## config.mk

```make
export PLATFORM = sky130hd
export DESIGN_NAME = fifo_burst_reader
export DESIGN_NICKNAME = d
export VERILOG_FILES = /design/src/rtl/fifo_burst_pkg.sv /design/src/rtl/fifo_burst_skid.sv /design/src/rtl/fifo_burst_reader.sv
export SDC_FILE = /design/constraint.sdc
export NUM_CORES = 1
export LEC_CHECK = 0
export CORE_UTILIZATION = 30
export DETAILED_ROUTE_END_ITERATION = 8
export DONT_BUFFER_PORTS = 1
export HOLD_SLACK_MARGIN = 0.02
export PLACE_DENSITY = 0.48
export SYNTH_ARGS = -nofsm -noshare
export SYNTH_HDL_FRONTEND = slang
export SYNTH_SLANG_ARGS = --single-unit
```

## constraint.sdc

```tcl
create_clock -name clk -period 3.65 [get_ports clk]
set_input_delay 0.365 -clock clk [delete_from_list [all_inputs] [get_ports clk]]
set_output_delay 0.365 -clock clk [all_outputs]
set_load 0.02 [all_outputs]
```

## src/rtl/fifo_burst_pkg.sv

```systemverilog
// Shared types and default widths for the FIFO burst reader.
package fifo_burst_pkg;

  localparam int C_DATA_WIDTH_DEF = 64;
  localparam int C_LEN_WIDTH_DEF  = 8;

  typedef enum logic [1:0] {
    ST_IDLE,
    ST_XFER,
    ST_DRAIN
  } state_t;

endpackage

```

## src/rtl/fifo_burst_skid.sv

```systemverilog
// Two-entry valid/ready register slice; in_ready depends only on local state,
// so no combinational ready path crosses it. Used when FIFO_BURST_READER_SKID_EN is defined.
module fifo_burst_skid #(
  parameter int W = 65
) (
  input  logic         clk,
  input  logic         reset,
  input  logic         in_valid,
  output logic         in_ready,
  input  logic [W-1:0] in_payload,
  output logic         out_valid,
  input  logic         out_ready,
  output logic [W-1:0] out_payload,
  output logic         empty
);

  logic [W-1:0] main_reg;
  logic [W-1:0] skid_reg;
  logic         main_valid_reg;
  logic         skid_valid_reg;

  // The skid entry only fills when the output is stalled; it refills the
  // output register first whenever the output frees up.
  always_ff @(posedge clk) begin
    if (reset) begin
      main_valid_reg <= 1'b0;
      skid_valid_reg <= 1'b0;
    end else if (out_ready || !main_valid_reg) begin
      if (skid_valid_reg) begin
        main_reg       <= skid_reg;
        main_valid_reg <= 1'b1;
        skid_valid_reg <= 1'b0;
      end else begin
        main_reg       <= in_payload;
        main_valid_reg <= in_valid;
      end
    end else if (in_valid && !skid_valid_reg) begin
      skid_reg       <= in_payload;
      skid_valid_reg <= 1'b1;
    end
  end

  assign in_ready    = !skid_valid_reg;
  assign out_valid   = main_valid_reg;
  assign out_payload = main_reg;
  assign empty       = !main_valid_reg && !skid_valid_reg;

endmodule

```

## src/rtl/fifo_burst_reader.sv

```systemverilog
// Pops cmd_len+1 words from a valid/ready FIFO and emits them as a framed burst.
// Define FIFO_BURST_READER_SKID_EN for a registered 2-entry skid output path.
module fifo_burst_reader
  import fifo_burst_pkg::*;
#(
  parameter int C_DATA_WIDTH = C_DATA_WIDTH_DEF,
  parameter int C_LEN_WIDTH  = C_LEN_WIDTH_DEF
) (
  input  logic                    clk,
  input  logic                    reset,
  input  logic                    cmd_valid,
  output logic                    cmd_ready,
  input  logic [C_LEN_WIDTH-1:0]  cmd_len,
  input  logic                    fifo_read_valid,
  output logic                    fifo_read_ready,
  input  logic [C_DATA_WIDTH-1:0] fifo_read_data,
  output logic                    out_valid,
  input  logic                    out_ready,
  output logic [C_DATA_WIDTH-1:0] out_data,
  output logic                    out_last,
  output logic                    busy,
  output logic                    done
);

  state_t                 state_reg, state_next;
  logic [C_LEN_WIDTH-1:0] remaining_reg, remaining_next;
  logic                   done_reg;
  logic                   pop;
  logic                   last_out;
  logic                   drain_exit;

  assign pop      = fifo_read_valid && fifo_read_ready;
  assign last_out = out_valid && out_ready && out_last;
  assign busy     = (state_reg != ST_IDLE);
  assign done     = done_reg;

`ifdef FIFO_BURST_READER_SKID_EN
  localparam state_t ST_AFTER_LAST = ST_DRAIN;

  logic                    skid_in_ready;
  logic                    skid_empty;
  logic [C_DATA_WIDTH:0]   skid_out;

  // Holding off pops during reset keeps unread words in the FIFO.
  assign fifo_read_ready = (state_reg == ST_XFER) && skid_in_ready && !reset;

  fifo_burst_skid #(
    .W (C_DATA_WIDTH + 1)
  ) u_skid (
    .clk         (clk),
    .reset       (reset),
    .in_valid    (pop),
    .in_ready    (skid_in_ready),
    .in_payload  ({remaining_reg == '0, fifo_read_data}),
    .out_valid   (out_valid),
    .out_ready   (out_ready),
    .out_payload (skid_out),
    .empty       (skid_empty)
  );

  assign out_last   = skid_out[C_DATA_WIDTH];
  assign out_data   = skid_out[C_DATA_WIDTH-1:0];
  assign drain_exit = last_out || skid_empty;
`else
  localparam state_t ST_AFTER_LAST = ST_IDLE;

  // Zero-latency path: FIFO head is the output beat, ready flows straight back.
  assign fifo_read_ready = (state_reg == ST_XFER) && out_ready && !reset;
  assign out_valid       = (state_reg == ST_XFER) && fifo_read_valid && !reset;
  assign out_data        = fifo_read_data;
  assign out_last        = (state_reg == ST_XFER) && (remaining_reg == '0);
  assign drain_exit      = 1'b1;
`endif

  always_comb begin
    state_next     = state_reg;
    remaining_next = remaining_reg;
    cmd_ready      = 1'b0;
    case (state_reg)
      ST_IDLE: begin
        cmd_ready = 1'b1;
        if (cmd_valid) begin
          remaining_next = cmd_len;
          state_next     = ST_XFER;
        end
      end
      ST_XFER: begin
        // Stops at zero instead of wrapping, so a max-length burst ends cleanly.
        if (pop) begin
          if (remaining_reg == '0) begin
            state_next = ST_AFTER_LAST;
          end else begin
            remaining_next = remaining_reg - C_LEN_WIDTH'(1);
          end
        end
      end
      ST_DRAIN: begin
        if (drain_exit) begin
          state_next = ST_IDLE;
        end
      end
      default: state_next = ST_IDLE;
    endcase
  end

  always_ff @(posedge clk) begin
    if (reset) begin
      state_reg     <= ST_IDLE;
      remaining_reg <= '0;
      done_reg      <= 1'b0;
    end else begin
      state_reg     <= state_next;
      remaining_reg <= remaining_next;
      done_reg      <= last_out;
    end
  end

endmodule

```

==> impl_metrics.toml <==
[routing]
viasPerCell = 5.63
drt_iter0_markers = 90
vias = 738
wire_per_inst_um = 21.4
wirelength_um = 2810
drt-pass1-iter-count = 4
drtAntennaViolNets = 0
route.detailed.drc = 0

[min_path]
hp-class = "input pin to register"

[floorplan]
io_pins = 147
die_height_um = 65.0
die_width_um = 65.0
core_sq_um = 3740
row_count = 22
dieArea_sq_um = 4230
initial_core_util_pct = 31.8

[cells_and_area]
layout.nets = 164
largest_register_ffs = 8
fillers = 430
area_growth_pct = -34.7
drive_above_1_share_pct = 13.3
antenna_cells = 0

[timing]
setup_viol = 0
rsz0062_at_grt = "false"
setup_tns_ns = 0
max_freq_ghz = 0.397
worstMarginPinSlew_ns = 0.687
fin_crit_ns = 2.52
finalMaxSlewViolations = 0
hold_viol = 0
maxSlewHeadroom_pct = 54.1
fin_worst_skew_ns = 0.00103
finalCritPeriodShare_pct = 69.0
fin_ws_ns = 1.13

[flow_run]
maxCapViolCount = 0

[placement]
pre_cts_ws_ns = 1.37
dpl.hpwl_um = 2230
io_buffers = 0
gp_congestion = 0.787

[yosys]
yosysTopAreaCellShare_pct = 40.3
muxShareOfSynthArea_pct = 0.840
yosysWarnings = 0
synth_top_family_by_area = "buffers and inverters"
synth-seq-cells = 10
synthesis.nets = 227
synth_area_sq_um = 1190
synthSimpleGateAreaFrac_pct = 21.4
synth_compound_area_share_pct = 14.7
synthTopCellsByArea = "buf_4 40%, dfxtp_1 17%, a21oi_1 2.9%, nor3_1 2.5%, nor2_1 2.5%"
seq_area_frac_synth_pct = 16.8
synth_area_per_cell_sq_um = 8.05
postSynthCellCount = 148
synth.largest_area_cell = "buf_4"
synth-xor-area-share_pct = 0
synth_fa_ha_area_share_pct = 2.10
yosysUniqueCellTypes = 38

[setup_path]
critical_path_peak_fanout = 14
start_kind = "register"
crit_type = "register to output port"
cp-end-kind = "output port"
crit_arrival_ns = 2.15
critPathRequiredTime_ns = 3.28

[grt]
grt_pass1_wl_um = 4000
grt_pass1_vias = 696
antenna_found_initial = 0
track_usage_pct = 12.9
grt-ovfl-total = 0
grt_max_degree = 15

[clock_tree]
cts_setup_buffers = 0
clock-sinks = 10
cts_tree = "done"
clkTransAtPathRegs_ns = 0.05
cts_resized = 0
clk_path_buf_depth = 2
worstSkewPairLatency_ns = 0.24
cts-root-buf = "clkbuf_8"
cts_made_buffers = 3
cts_hold_buffers = 0
cts_max_level = 1

[power_and_ir_drop]
p_leak_nw = 0.294
powerDensity_nw_per_um2 = 423
vdd_drop_max_uv = 119

[run_status]
outcome = "complete, no violations"
-- per-layer routing --
layer	GRT usage, %	vias up	routed length [um]
li1	-	314	-
met1	11.9	339	864
met2	21.7	69	1390
met3	7.75	16	478
met4	7.61	0	70
met5	0	-	0
-- critical path: stages, from the launching register on --
cell     delay, ns
dfxtp_1       0.76
inv_1         0.48
nor3b_1       0.67
-- per-stage QoR --
step,hold WS [ns],instance area (sq um),instances,power [mW],utilization (%)
2_1_floorplan,0.470,1190,148,0.306,-
3_3_place_gp,0.438,737,128,0.212,19.7
3_5_place_dp,0.439,737,128,0.214,19.7
4_1_cts,0.189,778,131,0.332,20.8
5_1_grt,0.184,778,131,0.346,20.8
6_report,0.194,778,131,0.330,20.8
-- final cells by class --
class                           instances  area, sq um  share of cell area [%]
Sequential cell                        10          200                    25.7
Multi-Input combinational cell         67          465                    59.8
Clock buffer                            3         41.3                    5.31
Tap cell                               48         60.1                    7.72
Inverter                                3         11.3                    1.45
-- cells in the mapped netlist (all sizes together) --
cell     instances
o21ai            1
o21a             1
nand2            5
inv              3
a2bb2oi          1
o41ai            1
mux2i            1
o22ai            1
and3             1
nor3b            2
nand4b           1
o32ai            1
nand3            4
a21oi            7
nand2b           1
ha               2
a221oi           1
a21o             1
nor2             8
a211oi           2
and2b            1
clkbuf           2
o211a            1
a32oi            1
or3              3
or2b             1
nand3b           3
buf             66
a31oi            3
dfxtp           10
or4              1
nor4             2
nor2b            2
nor3             7
-- path summary, 6_finish.rpt --
| path | slack [ns] | from | endpoint | depth (start not counted) |
|---|---|---|---|---|
| max | 1.13 | state_reg[0] | out_valid | 2 |
| min | 0.19 | reset | remaining_reg[3] | 1 |
| max reg2reg | 1.61 | state_reg[0] | remaining_reg[0] | 4 |
| min reg2reg | 0.50 | remaining_reg[7] | remaining_reg[7] | 2 |
-- report_power, final --
part / leakage [nW] / switching [mW] / internal [mW]
clock: 0.0216 / 0.0445 / 0.0724
sequential: 0.0823 / 0.0156 / 0.118
combinational: 0.190 / 0.0455 / 0.0336
-- cells by family after synthesis --
logic type / count (synthesis)
multiplexers: 1
AND/OR/NAND/NOR: 42
flip-flops: 10
buffers and inverters: 71
AO/OA/AOI/OAI: 22
adder cells (fa/ha/maj): 2
-- cell usage in the layout (no fill, tap or decap), types with 2 or more instances in the layout --
cell type   n
a211oi_1    2
dfxtp_1    10
ha_1        2
clkbuf_8    3
nand3b_1    3
nand3_1     4
nor2_1      8
inv_1       3
or3_1       2
nor2b_1     2
nand2_1     5
nor4_1      2
nor3_1      6
a21oi_1     7
a31oi_1     3
nor3b_1     2
(Power assumes the default switching activity.)
